<file path="config.mk">
export PLATFORM = sky130hd
export DESIGN_NAME = cmd_turnaround_tracker
export DESIGN_NICKNAME = d
export VERILOG_FILES = /design/src/rtl/cmd_turnaround_pkg.sv /design/src/rtl/cmd_turnaround_channel.sv /design/src/rtl/cmd_turnaround_tracker.sv
export SDC_FILE = /design/constraint.sdc
export NUM_CORES = 1
export LEC_CHECK = 0
export ABC_AREA = 1
export CAP_MARGIN = 25
export CORE_UTILIZATION = 45
export CTS_BUF_LIST = sky130_fd_sc_hd__clkbuf_8 sky130_fd_sc_hd__clkbuf_16
export CTS_CLUSTER_SIZE = 24
export DETAILED_ROUTE_END_ITERATION = 8
export PLACE_DENSITY = 0.74
export SKIP_LAST_GASP = 1
export SLEW_MARGIN = 40
export SYNTH_ARGS = -nofsm -noshare
export SYNTH_HDL_FRONTEND = slang
export SYNTH_SLANG_ARGS = --single-unit
</file>
<file path="constraint.sdc">
create_clock -name clk -period 4.25 [get_ports clk]
set_input_delay 1.0625 -clock clk [delete_from_list [all_inputs] [get_ports clk]]
set_output_delay 1.0625 -clock clk [all_outputs]
set_load 0.1 [all_outputs]
</file>
<file path="src/rtl/cmd_turnaround_pkg.sv">
// Shared types and helpers for the CMD bus turnaround tracker.
// The state struct is sized for the largest supported channel so that one
// blocking rule serves every instance; narrower channels zero-fill the rest.
package cmd_turnaround_pkg;

    localparam int MAX_RANKS  = 16;
    localparam int MAX_RANK_W = 4;
    localparam int MAX_CNT_W  = 16;

    typedef enum logic {
        CMD_RD = 1'b0,
        CMD_WR = 1'b1
    } cmd_type_e;

    typedef struct packed {
        logic                                  last_valid;
        logic [MAX_RANK_W-1:0]                 last_rank;
        cmd_type_e                             last_cmd;
        logic [MAX_CNT_W-1:0]                  rtr_cnt;
        logic [MAX_CNT_W-1:0]                  rtw_cnt;
        logic [MAX_RANKS-1:0][MAX_CNT_W-1:0]   wtr_cnt;
    } turnaround_state_t;

    // Rank index width; a single bit even for degenerate rank counts.
    function automatic int rank_width(int n);
        return (n > 1) ? $clog2(n) : 1;
    endfunction

    // Counter width large enough to hold the longest window without overflow.
    function automatic int cnt_width(int a, int b, int c);
        int m;
        m = a;
        if (b > m) m = b;
        if (c > m) m = c;
        return (m > 0) ? $clog2(m + 1) : 1;
    endfunction

    // A candidate is blocked while any window relevant to it is still open.
    function automatic logic is_blocked(turnaround_state_t s,
                                        logic [MAX_RANK_W-1:0] rank,
                                        cmd_type_e cmd);
        logic rank_switch;
        logic rd_to_wr;
        logic wr_to_rd;
        rank_switch = s.last_valid && (rank != s.last_rank) && (s.rtr_cnt != '0);
        rd_to_wr    = (cmd == CMD_WR) && (s.rtw_cnt != '0);
        wr_to_rd    = (cmd == CMD_RD) && (s.wtr_cnt[rank] != '0);
        return rank_switch || rd_to_wr || wr_to_rd;
    endfunction

endpackage

</file>
<file path="src/rtl/cmd_turnaround_channel.sv">
// One channel: last-command record, three turnaround window counters and a
// sticky violation flag. Query and violation check share is_blocked().
module cmd_turnaround_channel
    import cmd_turnaround_pkg::*;
#(
    parameter int  NUM_RANKS = 4,
    parameter int  tRTRS     = 2,
    parameter int  tRTW      = 4,
    parameter int  tWTR      = 6,
    localparam int RANK_W    = rank_width(NUM_RANKS),
    localparam int CNT_W     = cnt_width(tRTRS, tRTW, tWTR)
) (
    input  logic              clk,
    input  logic              rst,
    input  logic              issue_valid_i,
    input  logic [RANK_W-1:0] issue_rank_i,
    input  logic              issue_is_write_i,
    input  logic [RANK_W-1:0] req_rank_i,
    input  logic              req_is_write_i,
    output logic              req_free_o,
    output logic              bus_quiet_o,
    output logic              violation_o
);

    logic                            last_valid_q, last_valid_d;
    logic [RANK_W-1:0]               last_rank_q,  last_rank_d;
    cmd_type_e                       last_cmd_q,   last_cmd_d;
    logic [CNT_W-1:0]                rtr_cnt_q,    rtr_cnt_d;
    logic [CNT_W-1:0]                rtw_cnt_q,    rtw_cnt_d;
    logic [NUM_RANKS-1:0][CNT_W-1:0] wtr_cnt_q,    wtr_cnt_d;
    logic                            violation_q,  violation_d;

    turnaround_state_t cur_state;
    logic              issue_blocked;

    function automatic logic [CNT_W-1:0] dec_sat(logic [CNT_W-1:0] c);
        return (c != '0) ? c - CNT_W'(1) : c;
    endfunction

    // Widen the registered state into the shared struct view.
    always_comb begin
        // NOTE: every always_comb output gets a default first so no path leaves it unassigned (no latch).
        cur_state            = '0;
        cur_state.last_valid = last_valid_q;
        cur_state.last_rank  = MAX_RANK_W'(last_rank_q);
        cur_state.last_cmd   = last_cmd_q;
        cur_state.rtr_cnt    = MAX_CNT_W'(rtr_cnt_q);
        cur_state.rtw_cnt    = MAX_CNT_W'(rtw_cnt_q);
        for (int r = 0; r < NUM_RANKS; r++) begin
            cur_state.wtr_cnt[r] = MAX_CNT_W'(wtr_cnt_q[r]);
        end
    end

    // Query and issue checks both see pre-issue state only.
    always_comb begin
        issue_blocked = is_blocked(cur_state, MAX_RANK_W'(issue_rank_i),
                                   cmd_type_e'(issue_is_write_i));
        req_free_o    = !is_blocked(cur_state, MAX_RANK_W'(req_rank_i),
                                    cmd_type_e'(req_is_write_i));
        bus_quiet_o   = (rtr_cnt_q == '0) && (rtw_cnt_q == '0) && (wtr_cnt_q == '0);
        violation_o   = violation_q;
    end

    // Next state: counters drain by one; an issue reloads the windows it opens.
    always_comb begin
        last_valid_d = last_valid_q;
        last_rank_d  = last_rank_q;
        last_cmd_d   = last_cmd_q;
        rtr_cnt_d    = dec_sat(rtr_cnt_q);
        rtw_cnt_d    = dec_sat(rtw_cnt_q);
        violation_d  = violation_q;
        for (int r = 0; r < NUM_RANKS; r++) begin
            wtr_cnt_d[r] = dec_sat(wtr_cnt_q[r]);
            if (issue_valid_i && issue_is_write_i && (issue_rank_i == RANK_W'(r))) begin
                wtr_cnt_d[r] = CNT_W'(tWTR);
            end
        end
        if (issue_valid_i) begin
            last_valid_d = 1'b1;
            last_rank_d  = issue_rank_i;
            last_cmd_d   = cmd_type_e'(issue_is_write_i);
            rtr_cnt_d    = CNT_W'(tRTRS);
            if (!issue_is_write_i) begin
                rtw_cnt_d = CNT_W'(tRTW);
            end
            if (issue_blocked) begin
                violation_d = 1'b1;
            end
        end
    end

    // State registers; reset closes every window at once.
    always_ff @(posedge clk) begin
        // NOTE: sequential state uses non-blocking assignments so all flops update from the same pre-edge values.
        if (!rst) begin
            last_valid_q <= 1'b0;
            last_rank_q  <= '0;
            last_cmd_q   <= CMD_RD;
            rtr_cnt_q    <= '0;
            rtw_cnt_q    <= '0;
            wtr_cnt_q    <= '0;
            violation_q  <= 1'b0;
        end else begin
            last_valid_q <= last_valid_d;
            last_rank_q  <= last_rank_d;
            last_cmd_q   <= last_cmd_d;
            rtr_cnt_q    <= rtr_cnt_d;
            rtw_cnt_q    <= rtw_cnt_d;
            wtr_cnt_q    <= wtr_cnt_d;
            violation_q  <= violation_d;
        end
    end

endmodule

</file>
<file path="src/rtl/cmd_turnaround_tracker.sv">
// Multi-channel CMD bus turnaround tracker: one independent channel tracker
// per CMD/data bus, exposing reqFree/busQuiet/violation per channel.
module cmd_turnaround_tracker
    import cmd_turnaround_pkg::*;
#(
    parameter int  NUM_CHANNELS = 2,
    parameter int  NUM_RANKS    = 4,
    parameter int  tRTRS        = 2,
    parameter int  tRTW         = 4,
    parameter int  tWTR         = 6,
    localparam int RANK_W       = rank_width(NUM_RANKS)
) (
    input  logic                                 clk,
    input  logic                                 rst,
    input  logic [NUM_CHANNELS-1:0]              issueValid,
    input  logic [NUM_CHANNELS-1:0][RANK_W-1:0]  issueRank,
    input  logic [NUM_CHANNELS-1:0]              issueIsWrite,
    input  logic [NUM_CHANNELS-1:0][RANK_W-1:0]  reqRank,
    input  logic [NUM_CHANNELS-1:0]              reqIsWrite,
    output logic [NUM_CHANNELS-1:0]              reqFree,
    output logic [NUM_CHANNELS-1:0]              busQuiet,
    output logic [NUM_CHANNELS-1:0]              violation
);

    // One tracker per channel; channels share nothing.
    for (genvar c = 0; c < NUM_CHANNELS; c++) begin : g_ch
        cmd_turnaround_channel #(
            .NUM_RANKS (NUM_RANKS),
            .tRTRS     (tRTRS),
            .tRTW      (tRTW),
            .tWTR      (tWTR)
        ) u_ch (
            .clk              (clk),
            .rst              (rst),
            .issue_valid_i    (issueValid[c]),
            .issue_rank_i     (issueRank[c]),
            .issue_is_write_i (issueIsWrite[c]),
            .req_rank_i       (reqRank[c]),
            .req_is_write_i   (reqIsWrite[c]),
            .req_free_o       (reqFree[c]),
            .bus_quiet_o      (busQuiet[c]),
            .violation_o      (violation[c])
        );
    end

endmodule
</file>
==> implementation parameters, run 1 <==
Parameter                              Value

Detailed routing
  Final ANT Viol Nets ... 0
  Number of design rule violations left after detail routing ... 0
  Wirelength, routed ... 4880 um
  Via count ... 2216
  WL per Instance ... 10.7 um
  Drt pass-1 iters ... 4
  Routed via count divided by cell count ... 4.88
  Iter 0 DRT Violations ... 82

Pwr
  Combinational power share ... 0.497
  Switching share of total power ... 0.442
  Internal ... 0.00105 W
  Power share of the clock group ... 0.182
  LEAKAGE ... 1.51 nW
  Fraction of power consumed by sequential logic ... 0.321
  Largest voltage drop on the vdd net ... 0.379 mV
  Ratio of total power to cell area ... 639 nW/um2
  Power dissipated by switching net loads ... 0.000835 W

Final layout
  Fraction of the core area covered by cells at the end of the flow ... 0.533
  Number of cells in the finished layout apart from fillers ... 454
  Synthesis-to-finish area growth ... 13.3%
  Register area ... 881 um2
  Area of the multi-input gates ... 1430 um2
  FILL cells ... 546
  Net total in the final layout ... 419
  Commonest non-fill, non-tap cells in the layout ... nand2_1, inv_1, dfxtp_1
  Antenna cells ... 0
  Most common cell after layout, fill and taps aside ... nand2_1
  Fraction of layout cells with a size suffix above 1 ... 0.107

Floorplan
  Vertical die dimension ... 78.1 um
  Die boundary width ... 78.1 um
  Row count ... 27
  Number of top-level design ports ... 22
  Effective utilization at floorplan ... 0.470
  Standard cell core area ... 5540 um2
  Die ar. ... 6100 um2

Yosys
  Sequential fraction of the synthesis area ... 0.338
  Cell variety after synth ... 30
  Yosys warns ... 0
  Number of enable flip-flop cells after synthesis ... 0
  Gate Count Post-Synth ... 362
  Number of synthesized register bits ... 44
  Cell area after synthesis ... 2610 um2
  Predominant post-synthesis flop cell ... dfxtp_1
  Avg Cell Area, Syn ... 7.20 um2
  FFs w/ async S/R, synth ... 0
  Post-Synthesis Net Count ... 400

GRT
  Total global routing track utilization ... 0.172
  Antenna violations before repair ... 0
  Via count of the first global-routing pass ... 2128
  Overflow after GRT ... 0
  Global-route wire length before repair ... 8630 um
  Pin count of the biggest net entering global routing ... 23

Worst setup path
  RR Endpoint ... g_ch[0].u_ch.rtr_cnt_q[1]$_SDFFE_PN0P_
  Critical Path Source ... reqRank[2]
  Crit Reg-Reg Startpoint ... g_ch[0].u_ch.rtr_cnt_q[1]$_SDFFE_PN0P_
  Max Fanout on Critical Path ... 4
  Type of destination of the critical path ... output port
  R2R Setup Slk ... 2910 ps
  Capture point of the worst path ... reqFree[1]
  Cell count of the worst reg-to-reg path ... 7
  Worst path arrival time ... 2310 ps
  Path type of the worst setup path ... primary input to output port
  Startpoint type of the worst setup path ... primary input
  Required time at the endpoint of the critical path ... 3190 ps

STA
  Maximum achievable frequency ... 0.296 GHz
  Max-slew violations ... 0
  Setup-violating endpoint count in the final report ... 0
  Worst-case hold slack ... 466 ps
  Final setup TNS ... 0 ps
  Worst Clk Skew ... 3.19 ps
  Worst max-slew margin expressed relative to the limit ... 0.668
  Setup repair after global routing missed its margin ... no
  Measured slew at the worst slew-check pin ... 501 ps
  Count of final hold-check violations ... 0
  Min Clock Period, post-route ... 3370 ps
  Post-route fraction of the period consumed by the critical path ... 0.794

Clocking
  CTS Hold Bufs ... 0
  Clk sinks ... 44
  Number of levels in the clock H-tree ... 2
  Clock buffer depth ... 2
  Number of clock buffers inserted by TritonCTS ... 5
  CTS tree ... built
  Buffer count from post-CTS setup fixing ... 0
  Worst skew pair latency ... 290 ps
  Post-cts repair resize count ... 0
  Clk pin slew, worst setup/hold paths ... 80 ps
  CTS Root Buffer Type ... clkbuf_8

Placed design
  Count of input and output buffers ... 21
  HPWL after detailed placement ... 3780 um
  Placed instance count ... 446
  Final RePlAce weighted congestion ... 0.869

Hold path
  Class of the most critical hold timing path ... flip-flop to flip-flop

Run status
  Result of the run ... complete, no violations

Job
  Max-cap check violation count ... 0
[logic make-up after synthesis]
family	count (synthesis)	share of synthesized area
flip-flops	44	0.338
AO/OA/AOI/OAI	65	0.143
XOR/XNOR	17	0.0571
adder cells (fa/ha/maj)	22	0.106
buffers and inverters	71	0.114
AND/OR/NAND/NOR	143	0.243
[layer usage]
metal / vias up / GRT usage / wire [um]
li1: 1169 / - / -
met1: 999 / 0.204 / 2270
met2: 42 / 0.307 / 2340
met3: 6 / 0.0372 / 211
met4: 0 / 0.0556 / 63
met5: - / 0 / 0
[critical path, stage by stage]
cell and delay [ps]:
clkdlybuf4s50_1 480, inv_1 100, nand3_1 90, nand3b_1 90, o21ai_1 60, a21oi_1 120, buf_4 300
[power groups by stage]
stage | sequential, W | combinational [W] | clock [W]
3_3_place_gp | 0.000610 | 0.000919 | 0
6_report | 0.000607 | 0.000938 | 0.000343
5_1_grt | 0.000623 | 0.00107 | 0.000374
3_5_place_dp | 0.000615 | 0.000943 | 0
2_1_floorplan | 0.000601 | 0.000793 | 0
4_1_cts | 0.000607 | 0.000949 | 0.000357
[synthesized netlist by cell type (all sizes together) (4+ instances only)]
library cell	instances	area [um2]
o31ai	4	30.0
nand3	10	50.1
a21oi	23	126
buf	10	67.6
xnor2	4	35.0
xor2	13	114
ha	22	275
a211oi	4	30.0
nor2	44	195
nor3	13	75.1
a31oi	4	25.0
nand2	69	267
o21ai	26	130
inv	61	229
dfxtp	44	881
[cell type report]
type / instances / share of cell area
repair buffers: 22 / 0.0669
inverters: 61 / 0.0775
clock inverters: 1 / 0.0102
clock buffers: 7 / 0.0326
multi-input cells: 247 / 0.484
flip-flops and latches: 44 / 0.298
well taps: 72 / 0.0305
[worst min-delay path by stage]
| stage | cells after the start | slack [ps] | to | from |
|---|---|---|---|---|
| 6_report | 2 | 470 | g_ch[0].u_ch.rtw_cnt_q[0]$_SDFF_PN0_ | g_ch[0].u_ch.rtw_cnt_q[0]$_SDFF_PN0_ |
| 3_3_place_gp | 2 | 440 | g_ch[1].u_ch.last_valid_q$_SDFFE_PN0P_ | g_ch[1].u_ch.last_valid_q$_SDFFE_PN0P_ |
| 3_5_place_dp | 2 | 460 | g_ch[0].u_ch.rtw_cnt_q[0]$_SDFF_PN0_ | g_ch[0].u_ch.rtw_cnt_q[0]$_SDFF_PN0_ |
| 4_1_cts | 2 | 470 | g_ch[0].u_ch.rtw_cnt_q[0]$_SDFF_PN0_ | g_ch[0].u_ch.rtw_cnt_q[0]$_SDFF_PN0_ |
| 2_1_floorplan | 2 | 430 | g_ch[1].u_ch.last_valid_q$_SDFFE_PN0P_ | g_ch[1].u_ch.last_valid_q$_SDFFE_PN0P_ |
| 5_1_grt | 2 | 500 | g_ch[1].u_ch.last_valid_q$_SDFFE_PN0P_ | g_ch[1].u_ch.last_valid_q$_SDFFE_PN0P_ |
[through the flow]
| stage | instance area [um2] | power (W) | worst slack, ps |
|---|---|---|---|
| 2_1_floorplan | 2610 | 0.00139 | 1450 |
| 3_3_place_gp | 2840 | 0.00153 | 917 |
| 3_5_place_dp | 2830 | 0.00156 | 884 |
| 4_1_cts | 2950 | 0.00191 | 879 |
| 5_1_grt | 2950 | 0.00207 | 797 |
| 6_report | 2950 | 0.00189 | 876 |
[flip-flops by register name, summed over array words and instances (netlist names)]
name / flops
g_ch.u_ch.rtw_cnt_q: 6
g_ch.u_ch.cur_state: 24
g_ch.u_ch.last_valid_q: 2
g_ch.u_ch.last_rank_q: 4
g_ch.u_ch.rtr_cnt_q: 6
g_ch.u_ch.violation_o: 2
Power figures use the tool's default switching activity.
==> run 2, diff against run 1 <==
--- a/config.mk
+++ b/config.mk
@@ -11,7 +11,7 @@
 export CTS_BUF_LIST = sky130_fd_sc_hd__clkbuf_8 sky130_fd_sc_hd__clkbuf_16
 export CTS_CLUSTER_SIZE = 24
 export DETAILED_ROUTE_END_ITERATION = 8
-export PLACE_DENSITY = 0.74
+export PLACE_DENSITY = 0.76
 export SKIP_LAST_GASP = 1
 export SLEW_MARGIN = 40
 export SYNTH_ARGS = -nofsm -noshare
==> constraint.sdc (replaced) <==
create_clock -name clk -period 2.89 [get_ports clk]
set_input_delay 0.7225 -clock clk [delete_from_list [all_inputs] [get_ports clk]]
set_output_delay 0.7225 -clock clk [all_outputs]
set_load 0.1 [all_outputs]
==> implementation parameters, run 2 (synthesis gave the netlist of run 1 again) <==
Parameter                              Value

Run status
  Result of the run ... complete, no violations

Detailed routing
  Final ANT Viol Nets ... 0
  Routed via count divided by cell count ... 4.95
  Drt pass-1 iters ... 4
  Wirelength, routed ... 4980 um
  Via count ... 2251
  Number of design rule violations left after detail routing ... 0
  Iter 0 DRT Violations ... 75
  WL per Instance ... 10.9 um

Placed design
  Count of input and output buffers ... 21
  Placed instance count ... 447
  HPWL after detailed placement ... 3830 um
  Final RePlAce weighted congestion ... 0.841
  Pre-CTS setup slack ... 185 ps
  Placed cell areas ... 2890 um2

GRT
  Via count of the first global-routing pass ... 2186
  Pin count of the biggest net entering global routing ... 20
  Antenna violations before repair ... 0
  Overflow after GRT ... 0
  Total global routing track utilization ... 0.179
  Global-route wire length before repair ... 8930 um

Final layout
  Post-route cell area ... 3000 um2
  Synthesis-to-finish area growth ... 15.0%
  Antenna cells ... 0
  Most common cell after layout, fill and taps aside ... nand2_1
  Fraction of layout cells with a size suffix above 1 ... 0.107
  Net total in the final layout ... 420
  Commonest non-fill, non-tap cells in the layout ... nand2_1, inv_1, dfxtp_1
  Flip-flop count of the largest register, all copies and words added ... 24
  Number of cells in the finished layout apart from fillers ... 455
  Register area ... 881 um2
  FILL cells ... 533
  Area of the multi-input gates ... 1430 um2

Floorplan
  Die ar. ... 6100 um2
  Number of top-level design ports ... 22
  Row count ... 27
  Vertical die dimension ... 78.1 um
  Effective utilization at floorplan ... 0.470
  Die boundary width ... 78.1 um
  Standard cell core area ... 5540 um2

Job
  Max-cap check violation count ... 0

Worst setup path
  Max Fanout on Critical Path ... 4
  Startpoint type of the worst setup path ... primary input
  Required time at the endpoint of the critical path ... 2170 ps
  Path type of the worst setup path ... primary input to output port
  Critical Path Source ... reqRank[2]
  R2R Setup Slk ... 1550 ps
  Type of destination of the critical path ... output port
  Worst path arrival time ... 1980 ps
  Crit Reg-Reg Startpoint ... g_ch[1].u_ch.rtr_cnt_q[2]$_SDFFE_PP0N_

Pwr
  Overall Power ... 0.00281 W
  Ratio of total power to cell area ... 937 nW/um2
  Internal ... 0.00155 W
  LEAKAGE ... 1.52 nW
  Power dissipated by switching net loads ... 0.00125 W
  Switching share of total power ... 0.446
  Combinational power share ... 0.519
  Largest voltage drop on the vdd net ... 0.790 mV
  Power share of the clock group ... 0.164
  Fraction of power consumed by sequential logic ... 0.318

STA
  Final setup TNS ... 0 ps
  Max-slew violations ... 0
  Worst max-slew margin expressed relative to the limit ... 0.623
  Setup-violating endpoint count in the final report ... 0
  Setup WS post-layout ... 192 ps
  Measured slew at the worst slew-check pin ... 560 ps
  Maximum achievable frequency ... 0.371 GHz
  Worst Clk Skew ... 4.97 ps
  Setup repair after global routing missed its margin ... no
  Min Clock Period, post-route ... 2700 ps
  Count of final hold-check violations ... 0
  Post-route fraction of the period consumed by the critical path ... 0.934

Clocking
  CTS Hold Bufs ... 0
  Post-cts repair resize count ... 0
  Worst skew pair latency ... 300 ps
  CTS Root Buffer Type ... clkbuf_8
  Clk pin slew, worst setup/hold paths ... 80 ps
  CTS tree ... built
  Number of levels in the clock H-tree ... 2
  Buffer count from post-CTS setup fixing ... 0
  Clk sinks ... 44
  Number of clock buffers inserted by TritonCTS ... 5
  Clock buffer depth ... 2

Hold path
  Class of the most critical hold timing path ... flip-flop to flip-flop
  Beginning of the worst hold path ... g_ch[0].u_ch.rtw_cnt_q[0]$_SDFF_PN0_
==> run 2: changes by cell type in the layout (fill, tap and decap cells not counted), sizes merged <==
cell	before	now
clkinv	0	1
inv	61	62
buf	7	8
clkbuf	7	5
==> run 2: path summary, 6_finish.rpt <==
kind,end,depth (start not counted)
max,reqFree[1],7
min reg2reg,g_ch[0].u_ch.rtw_cnt_q[0]$_SDFF_PN0_,2
max reg2reg,g_ch[1].u_ch.rtr_cnt_q[1]$_SDFFE_PN0P_,7
min,g_ch[0].u_ch.rtw_cnt_q[0]$_SDFF_PN0_,2
==> run 2: layout make-up <==
cell class | count | area share
inverters | 61 | 0.0764
clock buffers | 5 | 0.0230
well taps | 72 | 0.0301
repair buffers | 23 | 0.0868
clock inverters | 3 | 0.0129
flip-flops and latches | 44 | 0.294
multi-input cells | 247 | 0.477
==> run 2: critical path, stage by stage <==
cell,delay (ps)
clkdlybuf4s50_1,480
inv_1,100
nand3_1,80
nand3b_1,90
o21ai_1,60
a21oi_1,220
buf_12,210
==> run 2: power by group through the flow <==
stage / clock network [W] / registers, W / logic, W
floorplan: 0 / 0.000883 / 0.00117
global placement: 0 / 0.000896 / 0.00141
detailed placement: 0 / 0.000904 / 0.00145
CTS: 0.000475 / 0.000892 / 0.00146
global route: 0.000495 / 0.000915 / 0.00164
finish: 0.000460 / 0.000892 / 0.00146
==> run 2: routing by layer <==
metal	GRT usage	part of all wire	vias up
li1	-	-	1177
met5	0	0	-
met1	0.204	0.46	1017
met3	0.0372	0.036	14
met2	0.323	0.48	43
met4	0.0741	0.022	0
==> run 2: per-stage QoR <==
stage | hold slack [ps] | utilization
detailed placement | 456 | 0.521
global placement | 449 | 0.521
floorplan | 434 | -
CTS | 467 | 0.541
finish | 467 | 0.541
global route | 500 | 0.541
==> RTL change 1, RTL diff (config.mk and constraints of run 2) <==
Add an input register stage for `issueValid`, `issueRank`, `issueIsWrite`, `reqRank` and `reqIsWrite`, without a reset; this delays them by one clock.
--- a/src/rtl/cmd_turnaround_tracker.sv
+++ b/src/rtl/cmd_turnaround_tracker.sv
@@ -22,6 +22,20 @@
     output logic [NUM_CHANNELS-1:0]              violation
 );
 
+    logic [NUM_CHANNELS-1:0] issueValid_q;
+    logic [NUM_CHANNELS-1:0][RANK_W-1:0] issueRank_q;
+    logic [NUM_CHANNELS-1:0] issueIsWrite_q;
+    logic [NUM_CHANNELS-1:0][RANK_W-1:0] reqRank_q;
+    logic [NUM_CHANNELS-1:0] reqIsWrite_q;
+
+    always_ff @(posedge clk) begin
+        issueValid_q   <= issueValid;
+        issueRank_q    <= issueRank;
+        issueIsWrite_q <= issueIsWrite;
+        reqRank_q      <= reqRank;
+        reqIsWrite_q   <= reqIsWrite;
+    end
+
     // One tracker per channel; channels share nothing.
     for (genvar c = 0; c < NUM_CHANNELS; c++) begin : g_ch
         cmd_turnaround_channel #(
@@ -32,11 +46,11 @@
         ) u_ch (
             .clk              (clk),
             .rst              (rst),
-            .issue_valid_i    (issueValid[c]),
-            .issue_rank_i     (issueRank[c]),
-            .issue_is_write_i (issueIsWrite[c]),
-            .req_rank_i       (reqRank[c]),
-            .req_is_write_i   (reqIsWrite[c]),
+            .issue_valid_i    (issueValid_q[c]),
+            .issue_rank_i     (issueRank_q[c]),
+            .issue_is_write_i (issueIsWrite_q[c]),
+            .req_rank_i       (reqRank_q[c]),
+            .req_is_write_i   (reqIsWrite_q[c]),
             .req_free_o       (reqFree[c]),
             .bus_quiet_o      (busQuiet[c]),
             .violation_o      (violation[c])
Formal check against the unedited RTL: not equivalent (Yosys sat finds a counterexample within 4 cycles, from zero or initial values and one cycle with rst low).
==> RTL change 1 against run 2 <==
Area after synthesis increased by 11%. Final area increased by 11%. Highest routed layer unchanged. Worst setup slack improved by 0.030 ns. Register-to-register slack got worse by 0.05 ns. Synthesized cell count increased by 4.4%. Sequential cell count increased by 14. Utilization increased by 0.72 points. Critical path type is now reg2out. Routed wire length increased by 9.2%. Total power increased by 14%. Largest cell class unchanged.
==> RTL change 1: results (changes against run 2) <==
- The post-detailed-route via-to-cell ratio is 4.88 (-1.3%).
- The fraction of met1 tracks used by global routing is 18.8% (-1.7 points).
- The worst ir drop on vdd is 0.631 mV (-20%).
- The fraction of met3 tracks used by global routing is 7.00% (+3.3 points).
- The number of unique standard cell types used by synthesis was 29 (-3.3%).
- The endpoint with the worst hold slack is g_ch[1].u_ch.last_valid_q$_SDFFE_PN0P_.
- The first-pass GRT wire length is 9370 um (+5.0%).
- The half-perimeter wire length of the detailed placement result is 4100 um (+6.8%).
- The actual transition at the worst max-transition pin came to 0.492 ns (-0.0677 ns).
- The net count reported at finish is 440 (+4.8%).
- The count of input and output buffers was 21 (unchanged).
- The fraction of the mapped netlist area in adder cells was 9.55% (-1.0 points).
- In this run the critical register-to-register path is captured at g_ch[1].u_ch.cur_state[1]$_SDFFE_PN0P_.
- The DRC marker count from the first detailed-route iteration is 50 (-33%).
- The flow ran to the end, and the final reports show no timing, DRC or antenna violations.
- In this run the most critical hold path is launched from g_ch[1].u_ch.last_valid_q$_SDFFE_PN0P_.
- The via count of the first global-routing pass is 2317 (+6.0%).
- The post-synthesis compound-gate area fraction is 13.5% (-0.80 points).
- The data arrival time of the critical path is 1.95 ns (-0.03 ns).
- The average wire length per cell after detail routing is 11.3 um (+3.5%).
- The net switching power is 0.00137 W (+9.3%).
- The number of buffers added by the clock tree synthesis step is 9 (+4).
- The maximum number of pins on one net before global-route repair is 19 (-5.0%).
- By count the netlist is led by nand2_1, inv_1, dfxtp_1.
- The clock group total power was 0.000617 W (+34%).
- The worst hold slack came to 0.469 ns (+0.00187 ns).
- Sorting the synthesized cells by area gives the leading types as dfxtp_1, ha_1, nand2_1.
- The met2 capacity usage during global routing came to 34.6% (+2.3 points).
- The met2 layer wire length in the routed design is 2730 um (+15%).
- The power drawn by the sequential cells came to 0.00112 W (+26%).
- The register-to-register setup slack is 1.50 ns (-0.05 ns).
- The clock latency on the worst-skew pair is 0.34 ns (+0.04 ns).
- The share of cells above drive strength 1 is 8.40% (-2.3 points).
- The overall global routing resource usage is 18.5% (+0.60 points).
- The synthesized net count is 416 (+4.0%).
- The global placer's final weighted congestion is 0.819 (-2.6%).
- In this run the critical register-to-register path is launched from g_ch[1].u_ch.cur_state[2]$_SDFFE_PN0P_.
- The xor-xnor portion of the synthesized cell area was 4.56% (-1.2 points).
- The post-route met1 wirelength is 2440 um (+5.6%).
- The standby leakage power came to 1.69 nW (+11%).
- The share of the yosys chip area belonging to registers is 40.3% (+6.5 points).
-- RTL change 1: cell count changes after synthesis, moves of 5 or more --
cell,change
o21ai_0,+6
o21ai_1,-7
a21oi_1,+5
inv_2,-7
nor2_2,-5
nand2_1,+7
dfxtp_1,+14
inv_1,+9
-- RTL change 1: stage by stage --
step                total power [W]  instances  cell area, um^2  setup slack, ns
floorplan                   0.00227        378             2880            0.825
global placement            0.00252        466             3160            0.644
detailed placement          0.00259        466             3160            0.589
CTS                         0.00322        480             3320            0.199
global route                0.00346        480             3320           0.0263
finish                      0.00320        480             3320            0.222
-- RTL change 1: worst max-delay path, stage by stage (launching register included) --
cell and delay [ns]:
dfxtp_1 0.31, inv_1 0.10, ha_1 0.18, inv_1 0.04, nor2_1 0.19, nand4_1 0.14, nor4_1 0.40, buf_12 0.24
-- RTL change 1: worst max-delay path by stage --
stage | to | slack [ns] | from | cells past startpoint
detailed placement | reqFree[0] | 0.59 | g_ch[0].u_ch.rtw_cnt_q[0]$_SDFF_PN0_ | 9
global placement | busQuiet[1] | 0.64 | g_ch[1].u_ch.rtw_cnt_q[0]$_SDFF_PN0_ | 7
floorplan | reqFree[1] | 0.82 | g_ch[1].u_ch.rtw_cnt_q[0]$_SDFF_PN0_ | 9
finish | busQuiet[1] | 0.22 | g_ch[1].u_ch.rtw_cnt_q[0]$_SDFF_PN0_ | 7
CTS | reqFree[0] | 0.20 | g_ch[0].u_ch.rtw_cnt_q[0]$_SDFF_PN0_ | 9
global route | busQuiet[1] | 0.03 | g_ch[1].u_ch.rtw_cnt_q[0]$_SDFF_PN0_ | 7
-- RTL change 1: layout make-up --
type	count	area, um^2
flip-flops and latches	58	1160
clock inverters	4	21.3
well taps	75	93.8
clock buffers	10	138
inverters	63	236
multi-input cells	248	1420
repair buffers	22	253
fillers	576	2740
==> RTL change 2, RTL diff (flow settings as in run 2) <==
Made on the original files. `tRTRS` is set to 2 in 2 places; all go to 1.
--- a/src/rtl/cmd_turnaround_channel.sv
+++ b/src/rtl/cmd_turnaround_channel.sv
@@ -4,7 +4,7 @@
     import cmd_turnaround_pkg::*;
 #(
     parameter int  NUM_RANKS = 4,
-    parameter int  tRTRS     = 2,
+    parameter int  tRTRS     = 1,
     parameter int  tRTW      = 4,
     parameter int  tWTR      = 6,
     localparam int RANK_W    = rank_width(NUM_RANKS),
--- a/src/rtl/cmd_turnaround_tracker.sv
+++ b/src/rtl/cmd_turnaround_tracker.sv
@@ -5,7 +5,7 @@
 #(
     parameter int  NUM_CHANNELS = 2,
     parameter int  NUM_RANKS    = 4,
-    parameter int  tRTRS        = 2,
+    parameter int  tRTRS        = 1,
     parameter int  tRTW         = 4,
     parameter int  tWTR         = 6,
     localparam int RANK_W       = rank_width(NUM_RANKS)
Function: changed (Yosys sat finds a counterexample within 4 cycles, from zero or initial values and one cycle with rst low).
==> RTL change 2 against run 2 <==
Sequential share of layout area about the same. Sequential cell count unchanged. Final area grew 0.13%. Routed wire length down 1.9%. Area after synthesis grew 1.7%. Maximum frequency fell by 2.2%. Global-route usage increased by 0.13 points. Count of clock-buffer cells in the layout unchanged. Worst setup slack got worse by 0.060 ns. Critical endpoint unchanged. Total power fell by 1.9%. Highest routed layer unchanged. Final cell count rose by 2.2%. First-iteration DRC count up 45%.
==> RTL change 2: results (changes against run 2) <==
- The number of instances resized during post-cts repair is 0 (unchanged).
- The number of buffers on the longest clock path is 2 (unchanged).
- After synthesis, the cell types taking the most area are dfxtp_1, ha_1, nand2_1.
- The async set-reset flop share out of synthesis came to 0% (unchanged).
- The net switching power is 0.00126 W (+0.38%).
- The clock tree skew after final layout was 0.00759 ns (+0.00262 ns).
- The cell at the root of the clock tree is clkbuf_8.
- The worst-case reg-to-reg path depth came to 5 (-2).
- The endpoint with the worst hold slack is g_ch[1].u_ch.rtw_cnt_q[0]$_SDFF_PN0_.
- The detailed-routing iteration count for the pre-antenna-repair pass is 4 (unchanged).
- The routed wire length is 4890 um (-1.9%).
- The post-detailed-route via-to-cell ratio is 4.72 (-4.5%).
- The relative contribution of combinational cells to total power is 54.9% (+3.0 points).
- The initial antenna violation count is 0 (unchanged).
- The half-perimeter wire length of the detailed placement result came to 3760 um (-2.0%).
- The launching point of the worst reg2reg path is g_ch[1].u_ch.cur_state[2]$_SDFFE_PN0P_.
- The clock group share of total power is 12.7% (-3.7 points).
- The maximum number of pins on one net before global-route repair is 22 (+10%).
- The post-CTS clock slew at the launch and capture registers of the worst setup and hold paths was 0.08 ns (about the same).
- The endpoint of the most critical register-to-register path is g_ch[1].u_ch.cur_state[1]$_SDFFE_PN0P_.
- The number of buffers added by the clock tree synthesis step is 5 (unchanged).
- The net count reported at finish is 435 (+3.6%).
- The actual transition at the worst max-transition pin was 0.540 ns (-0.0199 ns).
- The overall global routing resource usage is 18.1% (+0.13 points).
- The global placer's final weighted congestion is 0.823 (-2.1%).
- The dominant power group in this design is combinational logic.
- The worst ir drop on vdd is 0.346 mV (-56%).
- The first-pass GRT wire length was 8910 um (-0.16%).
- The share of cells above drive strength 1 is 6.87% (-3.8 points).
- The H-tree depth was 2 (unchanged).
- The worst setup path startpoint is reqRank[2].
- The count of input and output buffers is 21 (unchanged).
- The data arrival time of the critical path was 2.04 ns (+0.06 ns).
- The antenna cell count is 0 (unchanged).
- The via count of the first global-routing pass is 2119 (-3.1%).
- The DRC marker count from the first detailed-route iteration came to 109 (+45%).
- By count the netlist is led by nand2_1, inv_1, dfxtp_1.
- The maximum fanout along the worst path came to 4 (unchanged).
- The total area of sequential cells was 881 um^2 (unchanged).
- The instance count along the most critical hold path was 2 (unchanged).
- The count of warnings emitted by yosys is 0 (unchanged).
- The hold buffer count at CTS is 0 (unchanged).
- The clock latency on the worst-skew pair came to 0.30 ns (about the same).
- The placed instance area is 2930 um^2 (+1.3%).
- The standby leakage power is 1.55 nW (+2.1%).
- The number of fill cells in the layout is 549 (+3.0%).
- The path category of the worst min-delay check is reg2reg.
- The number of flip-flops under the largest register name was 24 (unchanged).
- The run finished with clean final reports.
- The synthesized net count was 416 (+4.0%).
- The start point of the worst hold path is g_ch[1].u_ch.rtw_cnt_q[0]$_SDFF_PN0_.
- The register-to-register setup slack came to 1.59 ns (+0.04 ns).
- The share of the yosys chip area belonging to registers is 33.2% (-0.57 points).
- The post-CTS setup buffer count was 0 (unchanged).
- The number of unique standard cell types used by synthesis is 28 (-6.7%).
RTL change 2: per-stage QoR:
stage / total power [W] / worst slack (ns) / hold WS (ns) / instances
6_report: 0.00275 / 0.132 / 0.470 / 465
5_1_grt: 0.00301 / 0.0333 / 0.493 / 465
4_1_cts: 0.00277 / 0.108 / 0.472 / 465
3_5_place_dp: 0.00241 / 0.116 / 0.461 / 460
3_3_place_gp: 0.00237 / 0.134 / 0.449 / 460
2_1_floorplan: 0.00207 / 0.689 / 0.435 / 376
RTL change 2: critical path: stages:
cell	delay (ns)
clkdlybuf4s50_1	0.50
inv_1	0.08
or2_2	0.27
nand3_1	0.08
nand2_1	0.05
o21ai_0	0.07
a21oi_1	0.09
buf_12	0.18
RTL change 2: how the worst max path moves through the flow:
| stage | endpoint | slack (ns) |
|---|---|---|
| after floorplan | reqFree[1] | 0.69 |
| after global placement | reqFree[0] | 0.13 |
| after detailed placement | reqFree[0] | 0.12 |
| after CTS | reqFree[0] | 0.11 |
| after global routing | reqFree[1] | 0.03 |
| final | reqFree[1] | 0.13 |
RTL change 2: cells by family (layout without fill, tap and decap cells):
kind of cell | Yosys count | count (layout) | synth area share, %
buffers and inverters | 83 | 100 | 13.3
adder cells (fa/ha/maj) | 24 | 24 | 11.3
AND/OR/NAND/NOR | 144 | 144 | 23.4
XOR/XNOR | 18 | 18 | 5.95
AO/OA/AOI/OAI | 63 | 63 | 12.8
flip-flops | 44 | 44 | 33.2
RTL change 2: layout make-up:
type	count	share of cell area (%)
Clock buffer	5	2.29
Inverter	70	8.76
Multi-Input combinational cell	249	47.4
Sequential cell	44	29.4
Tap cell	72	3.00
Timing Repair Buffer	25	9.17
RTL change 2: per-layer routing:
metal	part of all wire, %	global-route usage [%]
met1	49	21.8
met2	46	31.0
met3	2.8	3.33
met4	1.9	8.15
met5	0	0
